## src/rtl/vga_timing_pkg.sv

```systemverilog
// Shared constants and types for the 640x480 scan sequencer.
// Defaults describe 640x480@60; the blocks are parameterised so other modes reuse them.
package vga_timing_pkg;

    localparam int unsigned DEF_H_ACTIVE = 640;
    localparam int unsigned DEF_H_FRONT  = 16;
    localparam int unsigned DEF_H_SYNC   = 96;
    localparam int unsigned DEF_H_BACK   = 48;
    localparam int unsigned DEF_V_ACTIVE = 480;
    localparam int unsigned DEF_V_FRONT  = 10;
    localparam int unsigned DEF_V_SYNC   = 2;
    localparam int unsigned DEF_V_BACK   = 33;
    localparam logic        DEF_SYNC_POL = 1'b0;
    localparam int unsigned DEF_CW       = 10;

    localparam int unsigned H_TOTAL = DEF_H_ACTIVE + DEF_H_FRONT + DEF_H_SYNC + DEF_H_BACK;
    localparam int unsigned V_TOTAL = DEF_V_ACTIVE + DEF_V_FRONT + DEF_V_SYNC + DEF_V_BACK;

    typedef enum logic [1:0] {ACTIVE, FRONT, SYNC, BACK} phase_t;

    typedef enum logic {IDLE, SCAN} scan_state_t;

endpackage

```

## src/rtl/vga_axis_timing.sv

```systemverilog
// One scan axis: wrapping position counter plus ACTIVE/FRONT/SYNC/BACK phase tracker.
// clr forces position 0 / ACTIVE; step advances one position.
module vga_axis_timing
    import vga_timing_pkg::*;
#(
    parameter int unsigned A_LEN = DEF_H_ACTIVE,
    parameter int unsigned F_LEN = DEF_H_FRONT,
    parameter int unsigned S_LEN = DEF_H_SYNC,
    parameter int unsigned B_LEN = DEF_H_BACK,
    parameter int unsigned CW    = DEF_CW
) (
    input  logic          clk,
    input  logic          rst,
    input  logic          clr,
    input  logic          step,
    output logic [CW-1:0] cnt,
    output logic [1:0]    phase,
    output logic          wrap,
    output logic          in_sync,
    output logic          in_active
);

    localparam int unsigned   TOTAL   = A_LEN + F_LEN + S_LEN + B_LEN;
    localparam logic [CW-1:0] F_START = CW'(A_LEN);
    localparam logic [CW-1:0] S_START = CW'(A_LEN + F_LEN);
    localparam logic [CW-1:0] B_START = CW'(A_LEN + F_LEN + S_LEN);
    localparam logic [CW-1:0] LAST    = CW'(TOTAL - 1);

    logic [CW-1:0] cnt_q, cnt_d;
    phase_t        phase_q, phase_d;
    logic          in_sync_q, in_active_q;

    assign wrap = (cnt_q == LAST);

    // Phase boundaries are detected on the count being loaded, so phase and count move together.
    always_comb begin
        cnt_d   = cnt_q;
        phase_d = phase_q;
        if (clr) begin
            cnt_d   = '0;
            phase_d = ACTIVE;
        end else if (step) begin
            cnt_d = wrap ? '0 : cnt_q + CW'(1);
            unique case (phase_q)
                ACTIVE:  if (cnt_d == F_START) phase_d = FRONT;
                FRONT:   if (cnt_d == S_START) phase_d = SYNC;
                SYNC:    if (cnt_d == B_START) phase_d = BACK;
                BACK:    if (cnt_d == '0)      phase_d = ACTIVE;
                default: phase_d = ACTIVE;
            endcase
        end
    end

    always_ff @(posedge clk or posedge rst) begin
        if (rst) begin
            cnt_q       <= '0;
            phase_q     <= ACTIVE;
            in_sync_q   <= 1'b0;
            in_active_q <= 1'b1;
        end else begin
            cnt_q       <= cnt_d;
            phase_q     <= phase_d;
            in_sync_q   <= (phase_d == SYNC);
            in_active_q <= (phase_d == ACTIVE);
        end
    end

    assign cnt       = cnt_q;
    assign phase     = phase_q;
    assign in_sync   = in_sync_q;
    assign in_active = in_active_q;

endmodule

```

## src/rtl/vga_timing_ctrl.sv

```systemverilog
// Scan sequencer: IDLE/SCAN control over two axis timers, sync/blank outputs and
// frame/line marker pulses, all advancing on px_en ticks of the system clock.
module vga_timing_ctrl
    import vga_timing_pkg::*;
#(
    parameter int unsigned H_ACTIVE = DEF_H_ACTIVE,
    parameter int unsigned H_FRONT  = DEF_H_FRONT,
    parameter int unsigned H_SYNC   = DEF_H_SYNC,
    parameter int unsigned H_BACK   = DEF_H_BACK,
    parameter int unsigned V_ACTIVE = DEF_V_ACTIVE,
    parameter int unsigned V_FRONT  = DEF_V_FRONT,
    parameter int unsigned V_SYNC   = DEF_V_SYNC,
    parameter int unsigned V_BACK   = DEF_V_BACK,
    parameter logic        SYNC_POL = DEF_SYNC_POL,
    parameter int unsigned CW       = DEF_CW
) (
    input  logic          clk,
    input  logic          rst,
    input  logic          px_en,
    input  logic          run,
    output logic          hsync,
    output logic          vsync,
    output logic          video_on,
    output logic [CW-1:0] h_cnt,
    output logic [CW-1:0] v_cnt,
    output logic          frame_start,
    output logic          line_end
);

    scan_state_t state_q, state_d;
    logic        frame_start_q, frame_start_d;
    logic        line_end_q, line_end_d;
    logic        axis_clr, h_step, v_step;
    logic        h_wrap, v_wrap;
    logic        h_in_sync, v_in_sync, h_in_active, v_in_active;
    logic [1:0]  h_phase_unused, v_phase_unused;

    // Dropping run aborts the frame on the next edge regardless of px_en.
    assign axis_clr = ~run;
    assign h_step   = (state_q == SCAN) && run && px_en;
    assign v_step   = h_step && h_wrap;

    vga_axis_timing #(
        .A_LEN (H_ACTIVE),
        .F_LEN (H_FRONT),
        .S_LEN (H_SYNC),
        .B_LEN (H_BACK),
        .CW    (CW)
    ) u_h_axis (
        .clk       (clk),
        .rst       (rst),
        .clr       (axis_clr),
        .step      (h_step),
        .cnt       (h_cnt),
        .phase     (h_phase_unused),
        .wrap      (h_wrap),
        .in_sync   (h_in_sync),
        .in_active (h_in_active)
    );

    vga_axis_timing #(
        .A_LEN (V_ACTIVE),
        .F_LEN (V_FRONT),
        .S_LEN (V_SYNC),
        .B_LEN (V_BACK),
        .CW    (CW)
    ) u_v_axis (
        .clk       (clk),
        .rst       (rst),
        .clr       (axis_clr),
        .step      (v_step),
        .cnt       (v_cnt),
        .phase     (v_phase_unused),
        .wrap      (v_wrap),
        .in_sync   (v_in_sync),
        .in_active (v_in_active)
    );

    // Next-state and marker pulses; entering SCAN lands on (0,0) and counts as a frame start.
    always_comb begin
        state_d       = state_q;
        frame_start_d = 1'b0;
        line_end_d    = 1'b0;
        unique case (state_q)
            IDLE: begin
                if (px_en && run) begin
                    state_d       = SCAN;
                    frame_start_d = 1'b1;
                end
            end
            SCAN: begin
                if (!run) begin
                    state_d = IDLE;
                end else begin
                    line_end_d    = h_step && h_wrap;
                    frame_start_d = h_step && h_wrap && v_wrap;
                end
            end
            default: state_d = IDLE;
        endcase
    end

    always_ff @(posedge clk or posedge rst) begin
        if (rst) begin
            state_q       <= IDLE;
            frame_start_q <= 1'b0;
            line_end_q    <= 1'b0;
        end else begin
            state_q       <= state_d;
            frame_start_q <= frame_start_d;
            line_end_q    <= line_end_d;
        end
    end

    // Level outputs are decodes of flops that change on the same edge as the counters.
    assign video_on    = (state_q == SCAN) && h_in_active && v_in_active;
    assign hsync       = h_in_sync ^ ~SYNC_POL;
    assign vsync       = v_in_sync ^ ~SYNC_POL;
    assign frame_start = frame_start_q;
    assign line_end    = line_end_q;

endmodule

```

## config.mk

```make
export PLATFORM = sky130hd
export DESIGN_NAME = vga_timing_ctrl
export DESIGN_NICKNAME = d
export VERILOG_FILES = /design/src/rtl/vga_timing_pkg.sv /design/src/rtl/vga_axis_timing.sv /design/src/rtl/vga_timing_ctrl.sv
export SDC_FILE = /design/constraint.sdc
export NUM_CORES = 1
export LEC_CHECK = 0
export CAP_MARGIN = 40
export CORE_AREA = 2 2 50 98
export DETAILED_ROUTE_END_ITERATION = 8
export DIE_AREA = 0 0 52 100
export PLACE_DENSITY_LB_ADDON = 0.05
export SLEW_MARGIN = 0
export SYNTH_ARGS = -nofsm -noshare
export SYNTH_HDL_FRONTEND = slang
export SYNTH_HIERARCHICAL = 1
export SYNTH_SLANG_ARGS = --single-unit
```

## constraint.sdc

```tcl
create_clock -name clk -period 3.3 [get_ports clk]
set_clock_uncertainty 0.2 [all_clocks]
set_input_delay 0.495 -clock clk [delete_from_list [all_inputs] [get_ports clk]]
set_output_delay 0.495 -clock clk [all_outputs]
set_load 0.03 [all_outputs]
```

==> results of run 1 <==
[kinds of logic after synthesis]
kind of cell / share of synthesized area [%]
and+or+nand+nor: 30.2
AOI/OAI and AO/OA: 21.5
buffers and inverters: 6.74
DFF: 32.8
xor gates and xnor gates: 4.06
muxes: 2.58
adders and majority gates: 2.11
[critical path, stage by stage (launching register included)]
cell,delay [ps]
dfrtp_1,430
ha_1,250
nand4_2,180
nor3_2,270
and2_1,170
inv_1,110
or4_1,410
a2111oi_1,390
o2bb2ai_1,230
nor4b_2,90
[through the flow]
stage                     total power, mW  instance area [um^2]  hold WS, ps
after floorplan                     0.412                  2370         48.6
after global placement              0.427                  2640          317
after detailed placement            0.428                  2640          321
after CTS                           0.758                  2740          228
after global routing                0.772                  2740          259
final                               0.743                  2740          237
[worst paths after layout]
check                                     start                to  slack, ps  cells past startpoint
worst max-delay path            u_h_axis/cnt[0]  u_v_axis/in_sync        450                      9
worst min register to register          state_q       frame_start        340                      1
min in group clk                        state_q       frame_start        340                      1
worst min-delay path                        rst           state_q        240                      2
max in group asynchronous                   rst   u_h_axis/cnt[7]       2080                      2
worst max register to register  u_h_axis/cnt[0]  u_v_axis/in_sync        450                      9
[cell usage after synthesis, types with 2 or more instances]
master     n
o21ai_1    2
a22o_1     2
dfrtp_1   29
nor4_1     2
dfstp_2    2
buf_6      3
ha_1       4
a41oi_1    4
a22oi_1    2
or3_1      6
xnor2_1    5
nand4_1    5
a31oi_1    4
nand2_1   17
and2_1     7
or4_1      3
a21oi_1   23
clkbuf_1   4
nor3_1    11
nor3_2     2
o21ai_0    7
buf_4      3
nand2b_1   6
and4_1     3
nand3_1   11
nor2_1    30
inv_1     12
mux2i_1    5
a211oi_1   3
a311oi_1   2
and3_1     7
xor2_1     6
buf_2      8
nor2b_1    2
[layout make-up]
type / count / area, um^2
clock buffers: 8 / 100
inverters: 12 / 45.0
flip-flops and latches: 31 / 778
fillers: 416 / 1770
repair buffers: 32 / 310
well taps: 55 / 68.8
multi-input cells: 216 / 1440
[power by group through the flow]
stage | logic, mW | clock network [mW] | registers, mW
6_report | 0.0359 | 0.323 | 0.385
4_1_cts | 0.0368 | 0.337 | 0.384
2_1_floorplan | 0.0189 | 0 | 0.393
5_1_grt | 0.0404 | 0.347 | 0.384
3_5_place_dp | 0.0367 | 0 | 0.391
3_3_place_gp | 0.0363 | 0 | 0.391
[state kept, by name (all words and copies together), names as in the netlist]
register,cells
u_v_axis/phase,2
u_v_axis/cnt,10
line_end,1
u_v_axis/in_active,1
u_h_axis/in_active,1
u_h_axis/in_sync,1
u_h_axis/phase,2
u_h_axis/cnt,10
u_v_axis/in_sync,1
state_q,1
frame_start,1
[per-layer routing]
layer  global-route usage (%)  routed length (um)
met3                     2.83                 296
met2                     38.9                2950
met1                     34.3                2610
met5                        0                   0
met4                     9.92                  63
==> out/results.tsv, run 1 <==
stage	metric	value	unit
global_route	vias in the first global route	2162	
floorplan	io pins	29	
sta	Max Slew Vio Count	0	
sta	period utilization	86.5	%
final_layout	share of post-route cells with drive strength above 1	10.7	%
sta	Tmin final	2850	ps
clocking	clock latency on the worst-skew pair	280	ps
run_status	outcome	finished, final reports clean	
routing	post-DR vias/cell	6.27	
routing	average wire per standard cell	16.7	um
clocking	CTS tree	built	
setup_path	Worst Path Arrival	2810	ps
routing	final wirelength	5920	um
clocking	Clock Tree Root	clkbuf_8	
synth	main area contributors after synthesis	dfrtp_1, a21oi_1, nor2_1, nand2_1, nand3_1	
setup_path	CP Capture Type	flip-flop	
power	sw power	0.159	mW
clocking	Post-CTS Repair Setup Buffers	0	
final_layout	final core utilization	60.7	%
setup_path	Worst Path Required	3250	ps
sta	final hold violations	0	
placed_design	Final HPWL DP	4090	um
sta	final worst slack	446	ps
power	clock share of power	43.4	%
floorplan	# rows	35	
final_layout	area grow syn2layout	15.3	%
power	leakage power total	1.05	nW
final_layout	final std cells w/o fill	354	
global_route	aggregate global routing overflow	0	
final_layout	most common cell after layout, fill and taps aside	nor2_1	
floorplan	die area	5200	um^2
synth	Synthesized Nets	286	
final_layout	ANT cells	0	
routing	1st-iter DRT viols	81	
synth	share of flip-flops with an asynchronous set or reset	100	%
synth	Syn Inst Count	278	
synth	register bit count reported by yosys	31	
floorplan	core area	4510	um^2
synth	Synth Flop Type	dfrtp_1	
sta	highest clock rate	350	MHz
global_route	number of antenna violations at the first check in global routing	0	
placed_design	Final GP Congestion	1.01	
synth	Post-synth EDFFs	0	
routing	first-pass iteration count of the detailed router	4	
synth	Ys Warns	6	
sta	final setup fails	0	
synth	Mapped Area	2370	um^2
final_layout	# nets final	306	
routing	# DRC	0	
clocking	post-cts hold buffer count	0	
sta	Slew @ Worst Pin	592	ps
setup_path	critical path startpoint category	flip-flop	
global_route	pin count of the biggest net entering global routing	26	
run	max cap viols	0	
clocking	Reg clk slew, reported paths	60	ps
placed_design	I/O Buffers	28	
placed_design	Setup Slack @ Placement	430	ps
routing	Final ANT Viol Nets	0	
clocking	CTS Buf Count	5	
synth	post-synthesis sequential area ratio	32.8	%
sta	Rel. slew slack	60.5	%
setup_path	critical path fanouts, max	7	
power	peak supply drop	0.239	mV
clocking	Resize count post-CTS	0	
floorplan	Initial Utilization	52.6	%
clocking	clock tree buffer depth	2	
clocking	CTS Sinks	31	
sta	Setup TNS	0	ps
power	Int Power	0.584	mW
synth	post-synthesis cell type count	70	
power	switch share	21.4	%
floorplan	die height	100	um
synth	top-area cell type share of the netlist area	30.6	%
min_path	min-delay worst type	in -> async	
floorplan	Die Wd	52	um
synth	average size of a mapped cell	8.54	um^2
placed_design	dpl cells	346	
sta	RSZ-0062 raised after global routing	false	
final_layout	most frequent cells in the layout	nor2_1, dfrtp_1, clkdlybuf4s50_1, a21oi_1, nand2_1	
power	Seq pwr share	51.8	%
setup_path	Setup Crit Path Kind	reg -> reg	
routing	Via Count	2220	
clocking	htree depth	2	
global_route	first-pass GRT wire length	10100	um
synth	Yosys top cell by area	dfrtp_1	
global_route	Overall Global Routing Usage	24.8	%
power	Comb power frac	4.8	%
power	pwr dens	271	nW/um^2
Note: power is estimated with default switching activity, not from simulation.
==> inputs of run 2 (changes only) <==
==> constraint.sdc (replaced) <==
create_clock -name clk -period 2.86 [get_ports clk]
set_clock_uncertainty 0.2 [all_clocks]
set_input_delay 0.429 -clock clk [delete_from_list [all_inputs] [get_ports clk]]
set_output_delay 0.429 -clock clk [all_outputs]
set_load 0.03 [all_outputs]
==> run 2 against run 1 <==
Net effect: via count down 1.4%; sequential power up 15%; non-clock buffer count up 9; cell area up 3.8%; largest power group is now the clock network.
==> out/results.tsv, run 2 (synthesized netlist as in run 1, its figures left out) <==
stage	metric	value	unit	change
final_layout	area grow syn2layout	19.7	%	was 15.3%
routing	Final ANT Viol Nets	0		unchanged
routing	Via Count	2188		was 2220
run	max cap viols	0		unchanged
power	pwr dens	329	nW/um^2	was 271 nW/um^2
placed_design	I/O Buffers	28		unchanged
clocking	Clock Tree Root	clkbuf_8		unchanged
routing	1st-iter DRT viols	81		unchanged
global_route	Overall Global Routing Usage	24.5	%	was 24.8%
power	total chip power	0.936	mW	was 0.743 mW
sta	final hold violations	0		unchanged
floorplan	core area	4510	um^2	unchanged
sta	worst hold slack	162	ps	was 237 ps
sta	final setup fails	0		unchanged
routing	final wirelength	5890	um	was 5920 um
placed_design	Final HPWL DP	4170	um	was 4090 um
clocking	clock latency on the worst-skew pair	290	ps	was 280 ps
setup_path	critical path startpoint category	flip-flop		unchanged
sta	period utilization	92.7	%	was 86.5%
setup_path	CP top delay family	simple AND/OR/NAND/NOR gates		unchanged
floorplan	io pins	29		unchanged
routing	first-pass iteration count of the detailed router	4		unchanged
global_route	number of antenna violations at the first check in global routing	0		unchanged
routing	average wire per standard cell	16.2	um	was 16.7 um
placed_design	Placed Area	2730	um^2	was 2640 um^2
clocking	CTS tree	built		unchanged
power	leakage power total	1.10	nW	was 1.05 nW
setup_path	critical path fanouts, max	11		was 7
setup_path	Setup Crit Path Kind	reg -> reg		unchanged
clocking	post-cts hold buffer count	0		unchanged
final_layout	share of post-route cells with drive strength above 1	15.6	%	was 10.7%
clocking	Post-CTS Repair Setup Buffers	0		unchanged
placed_design	dpl cells	355		was 346
sta	Tmin final	2650	ps	was 2850 ps
routing	post-DR vias/cell	6.03		was 6.27
floorplan	die height	100	um	unchanged
floorplan	# rows	35		unchanged
global_route	first-pass GRT wire length	9930	um	was 10100 um
final_layout	fillers	403		was 416
clocking	Resize count post-CTS	0		unchanged
global_route	pin count of the biggest net entering global routing	26		unchanged
setup_path	Critical Path Max Stage Delay	640	ps	was 430 ps
sta	Max Slew Vio Count	0		unchanged
sta	Setup TNS	0	ps	unchanged
clocking	clock tree buffer depth	2		unchanged
sta	Rel. slew slack	60.7	%	was 60.5%
setup_path	CP Capture Type	flip-flop		unchanged
final_layout	ANT cells	0		unchanged
setup_path	Worst Path Buf+Inv	0		was 1
setup_path	slowest library cell on the worst path	or4_1		was dfrtp_1
floorplan	Initial Utilization	52.6	%	unchanged
run_status	outcome	finished, final reports clean		unchanged
global_route	aggregate global routing overflow	0		unchanged
floorplan	Die Wd	52	um	unchanged
placed_design	Setup Slack @ Placement	141	ps	was 430 ps
sta	RSZ-0062 raised after global routing	false		unchanged
clocking	Reg clk slew, reported paths	70	ps	was 60 ps
power	peak supply drop	0.401	mV	was 0.239 mV
clocking	CTS Sinks	31		unchanged
floorplan	die area	5200	um^2	unchanged
setup_path	Worst Path Arrival	2680	ps	was 2810 ps
final_layout	# nets final	315		was 306
clocking	htree depth	2		unchanged
sta	Slew @ Worst Pin	588	ps	was 592 ps
setup_path	Worst Path Required	2890	ps	was 3250 ps
final_layout	final core utilization	63.0	%	was 60.7%
final_layout	most common cell after layout, fill and taps aside	nor2_1		unchanged
final_layout	final std cells w/o fill	363		was 354
final_layout	most frequent cells in the layout	nor2_1, clkdlybuf4s50_1, dfrtp_1, a21oi_1, nand2_1		was nor2_1, dfrtp_1, clkdlybuf4s50_1, a21oi_1, nand2_1
min_path	min-delay worst type	in -> async		unchanged
routing	# DRC	0		unchanged
clocking	CTS Buf Count	5		unchanged
sta	final worst slack	209	ps	was 446 ps
sta	highest clock rate	377	MHz	was 350 MHz
final_layout	post-route cell area	2840	um^2	was 2740 um^2
placed_design	Final GP Congestion	0.924		was 1.01
setup_path	crit-path cells	nand3_1 > or4_1 > a21oi_2 > o2111ai_1 > a21oi_1 > and2_1		was ha_1 > nand4_2 > nor3_2 > and2_1 > inv_1 > or4_1 > a2111oi_1 > o2bb2ai_1 > nor4b_2
global_route	vias in the first global route	2109		was 2162
## run 2: cell types whose count changed in the layout (fill, tap and decap cells not counted), sizes merged
cell	previous run	this run
clkbuf	8	6
bufinv	0	1
clkinv	0	1
buf	4	13
## run 2: area by class of cell
type,instances,area [um^2],share of cell area (%)
repair buffers,41,378,13.3
clock inverters,2,35.0,1.23
inverters,12,45.0,1.58
clock buffers,6,82.6,2.90
flip-flops and latches,31,783,27.6
multi-input cells,216,1450,51.0
well taps,55,68.8,2.42
## run 2: worst paths after layout
| check | end | startpoint | cells past startpoint | slack, ps |
|---|---|---|---|---|
| setup reg to reg | u_h_axis/phase[0] | u_h_axis/cnt[2] | 6 | 210 |
| hold reg to reg | frame_start | state_q | 1 | 340 |
| hold / removal | line_end | rst | 2 | 160 |
| min in group clk | frame_start | state_q | 1 | 340 |
| max in group asynchronous | u_h_axis/cnt[1] | rst | 2 | 1680 |
| setup / recovery | u_h_axis/phase[0] | u_h_axis/cnt[2] | 6 | 210 |
## run 2: routing by layer
layer	GRT usage [%]	up-vias	share of wire, %
met5	0	-	0
met4	8.30	0	1.1
met3	4.02	6	2.5
met2	39.1	47	50
met1	33.1	1056	46
li1	-	1079	-
## run 2: power by group
| part | switching (mW) | internal, mW |
|---|---|---|
| clock | 0.169 | 0.282 |
| sequential | 0.00256 | 0.441 |
| combinational | 0.0281 | 0.0138 |
| total | 0.199 | 0.737 |
